**config.mk**
```make
export PLATFORM = sky130hd
export DESIGN_NAME = lua_decode_flat
export DESIGN_NICKNAME = d
export VERILOG_FILES = /design/src/rtl/lua_decode_if.sv /design/src/rtl/lua_decode.sv /design/src/flat_wrapper.sv
export SDC_FILE = /design/constraint.sdc
export NUM_CORES = 1
export LEC_CHECK = 0
export CAP_MARGIN = 20
export CORE_MARGIN = 2
export CORE_UTILIZATION = 40
export DETAILED_ROUTE_END_ITERATION = 16
export GPL_TIMING_DRIVEN = 0
export PLACE_DENSITY = 0.77
export SETUP_SLACK_MARGIN = 0.4
export SLEW_MARGIN = 20
export SYNTH_ARGS = -nofsm -noshare
export SYNTH_HDL_FRONTEND = slang
export SYNTH_SLANG_ARGS = --single-unit
```
**constraint.sdc**
```tcl
create_clock -name clk_ex -period 2.1 [get_ports clk_ex]
set_clock_uncertainty 0.1 [all_clocks]
set_input_delay 0.42 -clock clk_ex [delete_from_list [all_inputs] [get_ports clk_ex]]
set_output_delay 0.42 -clock clk_ex [all_outputs]
set_load 0.05 [all_outputs]
```
**src/rtl/lua_decode_if.sv**
```systemverilog
// Fetch-to-decode-to-execute bus for the Lua decode stage.
// The slave side is the decoder; the master side is the surrounding pipeline (fetch + execute).
interface lua_decode_if;
    logic        in_valid;
    logic        in_ready;
    logic [31:0] in_instr;
    logic [31:0] in_pc;
    logic        out_valid;
    logic        out_ready;
    logic [7:0]  opecode;
    logic [7:0]  operandA;
    logic [23:0] operandB;
    logic [15:0] operandC;
    logic [31:0] out_pc;
    logic [1:0]  out_fmt;
    logic        illegal;
    logic [31:0] decode_count;

    modport slave (
        input  in_valid, in_instr, in_pc, out_ready,
        output in_ready, out_valid, opecode, operandA, operandB, operandC,
               out_pc, out_fmt, illegal, decode_count
    );

    modport master (
        output in_valid, in_instr, in_pc, out_ready,
        input  in_ready, out_valid, opecode, operandA, operandB, operandC,
               out_pc, out_fmt, illegal, decode_count
    );
endinterface

```
**src/rtl/lua_decode.sv**
```systemverilog
// Lua 5.1 decode stage: splits bytecode words into execute-ready fields and
// buffers them in a main register plus one skid register (registered backpressure).
module lua_decode #(
    parameter int MAX_OPCODE = 37,
    parameter int SBX_BIAS   = 131071
) (
    input  logic         clk_ex,
    input  logic         n_reset,
    input  logic         flush,
    lua_decode_if.slave  bus
);

    localparam logic [5:0]  MAX_OP     = 6'(MAX_OPCODE);
    localparam logic [23:0] SBX_BIAS_W = 24'(SBX_BIAS);

    localparam logic [5:0] OP_LOADK     = 6'd1;
    localparam logic [5:0] OP_GETGLOBAL = 6'd5;
    localparam logic [5:0] OP_SETGLOBAL = 6'd7;
    localparam logic [5:0] OP_JMP       = 6'd22;
    localparam logic [5:0] OP_FORLOOP   = 6'd31;
    localparam logic [5:0] OP_FORPREP   = 6'd32;
    localparam logic [5:0] OP_CLOSURE   = 6'd36;

    typedef enum logic [1:0] {
        FMT_ABC  = 2'd0,
        FMT_ABX  = 2'd1,
        FMT_ASBX = 2'd2,
        FMT_ILL  = 2'd3
    } fmt_e;

    // Bit 0 = main valid, bit 1 = skid valid, so both handshake outputs come straight off flops.
    typedef enum logic [1:0] {
        ST_EMPTY = 2'b00,
        ST_ONE   = 2'b01,
        ST_TWO   = 2'b11
    } state_e;

    typedef struct packed {
        logic [7:0]  opecode;
        logic [7:0]  operand_a;
        logic [23:0] operand_b;
        logic [15:0] operand_c;
        logic [31:0] pc;
        logic [1:0]  fmt;
        logic        illegal;
    } dec_t;

    state_e      state_q, state_d;
    dec_t        main_q, main_d;
    dec_t        skid_q, skid_d;
    logic [31:0] count_q, count_d;

    dec_t        dec;
    logic [5:0]  op;
    logic [17:0] bx;
    logic [1:0]  state_bits;
    logic        in_xfer;
    logic        out_xfer;

    assign state_bits = state_q;
    assign in_xfer    = bus.in_valid & ~state_bits[1];
    assign out_xfer   = state_bits[0] & bus.out_ready;

    // Decode on the input side so both storage slots hold finished fields.
    always_comb begin
        op  = bus.in_instr[5:0];
        bx  = bus.in_instr[31:14];
        dec = '0;
        dec.opecode   = {2'b00, op};
        dec.operand_a = bus.in_instr[13:6];
        dec.operand_b = {15'b0, bus.in_instr[31:23]};
        dec.operand_c = {7'b0, bus.in_instr[22:14]};
        dec.pc        = bus.in_pc;
        dec.fmt       = FMT_ABC;
        dec.illegal   = 1'b0;
        if (op > MAX_OP) begin
            dec.fmt       = FMT_ILL;
            dec.illegal   = 1'b1;
            dec.operand_b = {6'b0, bx};
        end else begin
            case (op)
                OP_LOADK, OP_GETGLOBAL, OP_SETGLOBAL, OP_CLOSURE: begin
                    dec.fmt       = FMT_ABX;
                    dec.operand_b = {6'b0, bx};
                    dec.operand_c = '0;
                end
                OP_JMP, OP_FORLOOP, OP_FORPREP: begin
                    // Two's-complement wrap yields the sign-extended excess-K value.
                    dec.fmt       = FMT_ASBX;
                    dec.operand_b = {6'b0, bx} - SBX_BIAS_W;
                    dec.operand_c = '0;
                end
                default: dec.fmt = FMT_ABC;
            endcase
        end
    end

    always_comb begin
        state_d = state_q;
        main_d  = main_q;
        skid_d  = skid_q;
        count_d = count_q + {31'b0, out_xfer};
        if (flush) begin
            state_d = ST_EMPTY;
        end else begin
            case (state_q)
                ST_EMPTY: begin
                    if (in_xfer) begin
                        main_d  = dec;
                        state_d = ST_ONE;
                    end
                end
                ST_ONE: begin
                    if (out_xfer) begin
                        if (in_xfer) main_d = dec;
                        else         state_d = ST_EMPTY;
                    end else if (in_xfer) begin
                        skid_d  = dec;
                        state_d = ST_TWO;
                    end
                end
                ST_TWO: begin
                    if (out_xfer) begin
                        main_d  = skid_q;
                        state_d = ST_ONE;
                    end
                end
                default: state_d = ST_EMPTY;
            endcase
        end
    end

    always_ff @(posedge clk_ex or negedge n_reset) begin
        if (!n_reset) begin
            state_q <= ST_EMPTY;
            main_q  <= '0;
            skid_q  <= '0;
            count_q <= '0;
        end else begin
            state_q <= state_d;
            main_q  <= main_d;
            skid_q  <= skid_d;
            count_q <= count_d;
        end
    end

    assign bus.out_valid    = state_bits[0];
    assign bus.in_ready     = ~state_bits[1];
    assign bus.opecode      = main_q.opecode;
    assign bus.operandA     = main_q.operand_a;
    assign bus.operandB     = main_q.operand_b;
    assign bus.operandC     = main_q.operand_c;
    assign bus.out_pc       = main_q.pc;
    assign bus.out_fmt      = main_q.fmt;
    assign bus.illegal      = main_q.illegal;
    assign bus.decode_count = count_q;

endmodule
```
**src/flat_wrapper.sv**
```systemverilog
// flat-port wrapper written by rule: the top's interface ports become plain ports
module lua_decode_flat 
#(
    parameter int MAX_OPCODE = 37,
    parameter int SBX_BIAS   = 131071
)
  (clk_ex, n_reset, flush, bus_in_valid, bus_in_instr, bus_in_pc, bus_out_ready, bus_in_ready, bus_out_valid, bus_opecode, bus_operandA, bus_operandB, bus_operandC, bus_out_pc, bus_out_fmt, bus_illegal, bus_decode_count);
  lua_decode_if bus_i ();
  input  logic clk_ex;
  input  logic n_reset;
  input  logic flush;
  input wire logic [$bits(bus_i.in_valid)-1:0] bus_in_valid;
  input wire logic [$bits(bus_i.in_instr)-1:0] bus_in_instr;
  input wire logic [$bits(bus_i.in_pc)-1:0] bus_in_pc;
  input wire logic [$bits(bus_i.out_ready)-1:0] bus_out_ready;
  output wire logic [$bits(bus_i.in_ready)-1:0] bus_in_ready;
  output wire logic [$bits(bus_i.out_valid)-1:0] bus_out_valid;
  output wire logic [$bits(bus_i.opecode)-1:0] bus_opecode;
  output wire logic [$bits(bus_i.operandA)-1:0] bus_operandA;
  output wire logic [$bits(bus_i.operandB)-1:0] bus_operandB;
  output wire logic [$bits(bus_i.operandC)-1:0] bus_operandC;
  output wire logic [$bits(bus_i.out_pc)-1:0] bus_out_pc;
  output wire logic [$bits(bus_i.out_fmt)-1:0] bus_out_fmt;
  output wire logic [$bits(bus_i.illegal)-1:0] bus_illegal;
  output wire logic [$bits(bus_i.decode_count)-1:0] bus_decode_count;
  assign bus_i.in_valid = bus_in_valid;
  assign bus_i.in_instr = bus_in_instr;
  assign bus_i.in_pc = bus_in_pc;
  assign bus_i.out_ready = bus_out_ready;
  assign bus_in_ready = bus_i.in_ready;
  assign bus_out_valid = bus_i.out_valid;
  assign bus_opecode = bus_i.opecode;
  assign bus_operandA = bus_i.operandA;
  assign bus_operandB = bus_i.operandB;
  assign bus_operandC = bus_i.operandC;
  assign bus_out_pc = bus_i.out_pc;
  assign bus_out_fmt = bus_i.out_fmt;
  assign bus_illegal = bus_i.illegal;
  assign bus_decode_count = bus_i.decode_count;
  lua_decode #(.MAX_OPCODE(MAX_OPCODE), .SBX_BIAS(SBX_BIAS)) u_core (.clk_ex(clk_ex), .n_reset(n_reset), .flush(flush), .bus(bus_i));
endmodule
```
==> impl_metrics.env, run 1 <==
export IMPL_crit_path_cell_trace="buf_6 -> ha_4 -> buf_8 -> o211ai_1 -> buf_4 -> buf_6 -> nor2_4 -> buf_6 -> a31oi_4 -> nand2_1"
export IMPL_startpoint="u_core.state_bits[1]$_DFFE_PN0P_"
export IMPL_worstReg2RegEnd="u_core.bus.operandB[15]$_DFFE_PN0P_"
export IMPL_cp_required_ps=2310
export IMPL_synth_async_reset_ratio_pct=100
export IMPL_cts_buffers=17
export IMPL_synthFlopType="dfrtp_1"
export IMPL_p_leak_nw=6.47
export IMPL_dp_final_hpwl_microns=17900
export IMPL_synth_edff_count=0
export IMPL_drv_cap=0
export IMPL_clock_sinks=188
export IMPL_coreArea_sq_mm=0.0225
export IMPL_cts_buffer_depth=2
export IMPL_cp_arrival_ps=2330
export IMPL_gp_congestion=0.919
export IMPL_synth_common_cells="240 x nand2_1, 188 x dfrtp_1, 71 x o21ai_0, 51 x nor2_1, 48 x mux2i_1"
export IMPL_cp_max_fo=5
export IMPL_first_global_vias=7939
export IMPL_slew_viol_final=0
export IMPL_antenna_found_initial=2
export IMPL_clk_latency_ps=430
export IMPL_slowest_delay_ps=450
export IMPL_max_freq_mhz=471
export IMPL_period_needed_ps=2120
export IMPL_track_usage_pct=22.8
export IMPL_cp_depth=10
export IMPL_violations="negative setup slack"
export IMPL_final_hold_violation_count=0
export IMPL_drtIter0Drc=654
export IMPL_rrSetupSlack_ps=-20
export IMPL_area_growth_syn_to_layout_pct=59.5
export IMPL_reg2reg_depth=10
export IMPL_dr_pass1_iters=6
export IMPL_cts_tree="built"
export IMPL_yosys_top_cells_area="dfrtp_1 52%, nand2_1 9.9%, mux2i_1 5.3%"
export IMPL_fillers=1685
export IMPL_final_nets=1310
export IMPL_r2r_start="u_core.state_bits[1]$_DFFE_PN0P_"
export IMPL_yosysSeqAreaShare_pct=51.8
export IMPL_slew_headroom_pct=49.3
export IMPL_fin_ws_ps=-21.5
export IMPL_powerDensity_mw_per_mm2=1300
export IMPL_die_height_microns=155
export IMPL_h_tree_depth=4
export IMPL_grt_pass1_wl_microns=43100
export IMPL_drt_wirelength_per_cell_microns=19.9
export IMPL_final_setup_viol_count=1
export IMPL_slowest_stage="dfrtp_2"
export IMPL_critical_path_class="register to register"
export IMPL_multiInputGateArea_sq_mm=0.00542
export IMPL_netlist_instances=944
export IMPL_yosysTopAreaCellShare_pct=51.8
export IMPL_status="finished with violations"
export IMPL_detail_route_antenna_nets=0
export IMPL_pin_count=194
export IMPL_synth_most_common_cell="nand2_1"
export IMPL_register_area_sq_mm=0.00472
export IMPL_avgSynthCellArea_sq_um=9.63
export IMPL_path_buf_inv=5
export IMPL_dp_worst_setup_slack_ps=-971
export IMPL_clk_pin_slew_ps=70
export IMPL_avgViaCountPerCell=5.64
export IMPL_grt_max_degree=98
export IMPL_path_delay_family="buffers and inverters"
export IMPL_hold_class="input pin to register"
export IMPL_numPortBuffers=177
export IMPL_start_util_pct=40.4
export IMPL_instances_no_fill=1534
export IMPL_rsz0062_at_grt="true"
export IMPL_row_count=55
export IMPL_die_x_microns=155
export IMPL_ir_drop_mv=0.754
export IMPL_drive_above_1_share_pct=46.6
export IMPL_period_share_pct=101
export IMPL_drt_wl_total_microns=30500
export IMPL_drc=0
export IMPL_vias=8653
export IMPL_dieArea_sq_mm=0.0239
export IMPL_yosysTopAreaCell="dfrtp_1"
export IMPL_dp_cells=1415
export IMPL_min_from="bus_in_instr[2]"
export IMPL_grt_ovfl_total=0
export IMPL_endpoint="u_core.bus.operandB[15]$_DFFE_PN0P_"
export IMPL_dpl_cell_area_sq_mm=0.0117
export IMPL_synth_seq_cells=188
export IMPL_worst_slew_pin_slew_ps=760
export IMPL_yosys_cell_types_count=76
export IMPL_crit_top_cell="buf_6"
export IMPL_cp_start_kind="register"
export IMPL_syn_cell_area_sq_mm=0.00909
export IMPL_clockRootBuffer="clkbuf_16"
export IMPL_fin_area_sq_mm=0.0145
export IMPL_synth_warnings=0
export IMPL_critPathCaptureType="register"
placed cells by master, fill, tap and decap left out, types with 14 or more instances in the layout:
master and n:
dfrtp_1 178, nand2_1 114, nand2_2 82, clkbuf_2 79
buf_4 49, mux2i_1 48, buf_6 47, clkdlybuf4s50_1 46
nand2_4 42, o21ai_1 36, nor2_1 33, o21ai_2 33
clkbuf_16 33, buf_8 26, a21oi_2 20, xnor2_1 18
nor2_4 16, nand3_1 16, dlygate4sd2_1 16, buf_12 14
buf_2 14
flip-flops by register name (all words and copies together), names as in the netlist:
signal                   count
u_core.state_bits            2
u_core.skid_q               77
u_core.bus.decode_count     32
u_core.bus.illegal           1
u_core.bus.operandB         19
u_core.bus.out_pc           32
u_core.bus.operandA          8
u_core.bus.operandC          9
u_core.bus.opecode           6
u_core.bus.out_fmt           2
worst min-delay path, stage by stage:
cell and delay, ps:
buf_6 120, nand2_1 60, nand2_1 40
stage by stage:
step	hold WS, ps	TNS (ps)	total power [mW]	utilization (%)
detailed placement	358	-127240	13.4	52.0
finish	149	-21.5	18.8	64.4
CTS	145	0	16.8	58.3
global placement	353	-1497590	13.2	51.9
floorplan	24.4	-262	10.8	-
global route	152	-413	19.7	64.4
cell families after synthesis:
kind of cell    after synthesis  share of synthesized area, %
fa+ha+maj                     7                         0.964
simple gates                393                          19.9
other cells                   1                        0.0413
flops                       188                          51.8
mux                          48                          5.29
xor+xnor                     34                          3.36
buf+inv                      82                          4.71
compound gates              191                          13.9
worst min-delay path by stage:
stage / slack, ps / end / depth (start not counted)
global placement: 350 / u_core.skid_q[80]$_DFFE_PN0P_ / 2
detailed placement: 360 / u_core.skid_q[81]$_DFFE_PN0P_ / 2
global route: 150 / u_core.skid_q[85]$_DFFE_PN0P_ / 3
CTS: 150 / u_core.skid_q[85]$_DFFE_PN0P_ / 3
floorplan: 20 / u_core.bus.decode_count[0]$_DFF_PN0_ / 0
finish: 150 / u_core.skid_q[85]$_DFFE_PN0P_ / 3
per-layer routing:
metal / share of wire (%) / track usage (%)
met1: 40 / 30.0
met2: 49 / 38.1
met3: 6.8 / 4.03
met4: 3.5 / 7.72
met5: 0 / 0
where the power goes:
part	internal (mW)	switching (mW)
clock network	1.89	1.44
registers	5.07	1.28
logic	3.44	5.67
area by class of cell:
type | instances | area share (%)
clock buffer | 20 | 3.01
inverter | 12 | 0.337
buffer | 70 | 6.06
multi-input combinational | 682 | 37.4
clock inverter | 12 | 1.12
tap | 285 | 2.46
sequential | 188 | 32.6
antenna | 2 | 0.0345
timing repair buffer | 263 | 17.0
repair_timing:
item | 4_1_cts | 5_1_grt
hold buffers | 1 | 0
pin swaps | 19 | 139
resized for setup | 263 | 628
setup endpoints to repair | 295 | 386
endpoints found under the hold margin | 96 | 0
cloned | 10 | 11
setup buffers | 36 | 27
(Power assumes the default switching activity.)
==> run 2, diff against run 1 <==
--- a/config.mk
+++ b/config.mk
@@ -7,10 +7,10 @@
 export LEC_CHECK = 0
 export CAP_MARGIN = 20
 export CORE_MARGIN = 2
-export CORE_UTILIZATION = 40
+export CORE_UTILIZATION = 46
 export DETAILED_ROUTE_END_ITERATION = 16
 export GPL_TIMING_DRIVEN = 0
-export PLACE_DENSITY = 0.77
+export PLACE_DENSITY = 0.85
 export SETUP_SLACK_MARGIN = 0.4
 export SLEW_MARGIN = 20
 export SYNTH_ARGS = -nofsm -noshare
==> run 2 against run 1 <==
Effect of this change:
- the flow still finishes with violations (negative setup slack)
- non-clock buffer count increased by 6
- routed wire length grew 12%
- sequential power up 3%
- register-to-register slack worse by 70 ps
- cell area up 2.2%
- clock power is 2% lower
- global-route usage rose by 6.3 points
- via count up 5.7%
- sequential cell count stayed put
- worst hold slack better by 19 ps
- critical path type unchanged
==> impl_metrics.env, run 2 (synthesis gave the netlist of run 1 again) <==
export IMPL_die_height_microns=145
export IMPL_dieArea_sq_mm=0.0209
export IMPL_n_antenna_cell=0
export IMPL_p_leak_nw=6.59
export IMPL_fillers=1143
export IMPL_rsz0062_at_grt="true"
export IMPL_slowest_stage="dfrtp_2"
export IMPL_grt_max_degree=80
export IMPL_drt_wl_total_microns=34200
export IMPL_avgViaCountPerCell=6.02
export IMPL_period_needed_ps=2200
export IMPL_drtIter0Drc=883
export IMPL_dpl_cell_area_sq_mm=0.0117
export IMPL_detail_route_antenna_nets=0
export IMPL_path_buf_inv=3
export IMPL_dr_pass1_iters=6
export IMPL_path_delay_family="compound AO/OA/AOI/OAI gates"
export IMPL_worstReg2RegEnd="u_core.bus.operandB[15]$_DFFE_PN0P_"
export IMPL_hold_path_end="u_core.skid_q[84]$_DFFE_PN0P_"
export IMPL_min_from="bus_in_instr[1]"
export IMPL_clk_pin_slew_ps=70
export IMPL_cp_arrival_ps=2410
export IMPL_clock_sinks=188
export IMPL_powerDensity_mw_per_mm2=1320
export IMPL_dp_final_hpwl_microns=17800
export IMPL_slowest_delay_ps=480
export IMPL_final_nets=1316
export IMPL_critical_path_class="register to register"
export IMPL_crit_path_cell_trace="clkinvlp_4 -> ha_4 -> o2bb2ai_4 -> o211ai_1 -> buf_6 -> buf_12 -> a22o_1 -> a31oi_1 -> nand2_1"
export IMPL_cts_buffer_depth=2
export IMPL_status="finished with violations"
export IMPL_grt_pass1_wl_microns=46400
export IMPL_cp_max_fo=6
export IMPL_die_x_microns=145
export IMPL_slew_headroom_pct=56.8
export IMPL_clk_latency_ps=440
export IMPL_gp_congestion=0.946
export IMPL_power_total_mw=19.5
export IMPL_final_setup_viol_count=45
export IMPL_largest_register_ffs=77
export IMPL_fin_ws_ps=-95.3
export IMPL_worst_slew_pin_slew_ps=643
export IMPL_drv_cap=0
export IMPL_period_share_pct=105
export IMPL_antenna_found_initial=0
export IMPL_grtUsageMet1_pct=36.0
export IMPL_grt_util_met2_pct=49.6
export IMPL_row_count=51
export IMPL_max_freq_mhz=456
export IMPL_start_util_pct=46.8
export IMPL_numPortBuffers=177
export IMPL_slew_viol_final=0
export IMPL_cp_required_ps=2320
export IMPL_met3_usage_pct=4.50
export IMPL_pin_count=194
export IMPL_vias=9142
export IMPL_reg2reg_depth=9
export IMPL_first_global_vias=8736
export IMPL_drive_above_1_share_pct=50.9
export IMPL_h_tree_depth=4
export IMPL_hold_depth=3
export IMPL_grt_ovfl_total=0
export IMPL_cts_tree="built"
export IMPL_area_growth_syn_to_layout_pct=63.0
export IMPL_critPathCaptureType="register"
export IMPL_violations="negative setup slack"
export IMPL_track_usage_pct=29.0
export IMPL_clockRootBuffer="clkbuf_16"
export IMPL_final_hold_violation_count=0
export IMPL_drc=0
export IMPL_hold_class="input pin to register"
export IMPL_ir_drop_mv=0.908
export IMPL_top_usage_layer="met2"
export IMPL_cts_buffers=17
export IMPL_rrSetupSlack_ps=-100
export IMPL_regMostFlops="u_core.skid_q"
export IMPL_fin_area_sq_mm=0.0148
export IMPL_drt_wirelength_per_cell_microns=22.6
export IMPL_coreArea_sq_mm=0.0194
export IMPL_setup_tns_ps=-1670
export IMPL_cp_start_kind="register"
export IMPL_final_cell_mix="179 x dfrtp_1, 92 x nand2_1, 75 x nand2_4, 75 x clkbuf_2, 72 x nand2_2"
export IMPL_r2r_start="u_core.state_bits[1]$_DFFE_PN0P_"
export IMPL_final_common_cell="dfrtp_1"
==> run 2: worst max path at each step <==
stage	from	end	slack [ps]	cells past startpoint
final	u_core.state_bits[1]$_DFFE_PN0P_	u_core.bus.operandB[15]$_DFFE_PN0P_	-100	9
after global routing	u_core.state_bits[0]$_DFFE_PN0P_	u_core.bus.operandB[16]$_DFFE_PN0P_	-160	9
after CTS	u_core.state_bits[0]$_DFFE_PN0P_	u_core.bus.decode_count[26]$_DFF_PN0_	20	10
after detailed placement	bus_in_valid	u_core.bus.operandC[7]$_DFFE_PN0P_	-1000	8
after floorplan	u_core.state_bits[0]$_DFFE_PN0P_	u_core.bus.decode_count[26]$_DFF_PN0_	-60	10
after global placement	n_reset	u_core.state_bits[0]$_DFFE_PN0P_	-8530	1
==> run 2: cell type report <==
| type | instances | area [sq um] | area share [%] |
|---|---|---|---|
| Buffer | 70 | 911 | 6.15 |
| Clock inverter | 15 | 158 | 1.06 |
| Tap cell | 265 | 332 | 2.24 |
| Timing Repair Buffer | 269 | 2570 | 17.3 |
| Clock buffer | 17 | 425 | 2.87 |
| Multi-Input combinational cell | 682 | 5650 | 38.1 |
| Sequential cell | 188 | 4720 | 31.8 |
| Inverter | 12 | 51.3 | 0.346 |
==> run 2: what timing repair did <==
item / CTS / global route
gates resized for setup: 443 / 547
hold buffers: 1 / 0
hold endpoints to repair: 43 / 0
buffers inserted: 49 / 17
pin swaps: 89 / 89
endpoints found under the setup margin: 295 / 356
cloned: 21 / 2
==> run 2: worst min-delay path, cell delays in order <==
cell	delay [ps]
buf_6	130
nand2_1	70
nand2_2	40
==> run 2: power breakdown <==
part | switching (mW) | internal, mW | leakage [nW] | total [mW]
registers | 1.48 | 5.06 | 2.34 | 6.54
logic | 5.98 | 3.74 | 3.97 | 9.72
clock network | 1.60 | 1.69 | 0.283 | 3.28
total | 9.06 | 10.5 | 6.59 | 19.5
==> run 2: metal layers <==
| layer | part of all wire (%) | wire, microns |
|---|---|---|
| met1 | 38 | 13100 |
| met4 | 5.5 | 1880 |
| met2 | 50 | 17000 |
| met5 | 0 | 0 |
| met3 | 6.8 | 2330 |
==> run 2: through the flow <==
step,hold slack (ps),utilization (%),cells,setup slack [ps]
2_1_floorplan,24.4,-,952,-60.8
3_5_place_dp,238,60.4,1396,-998
6_report,168,76.4,1518,-95.3
4_1_cts,124,71.6,1499,20.3
5_1_grt,182,76.4,1518,-160
3_3_place_gp,353,60.1,1394,-8530
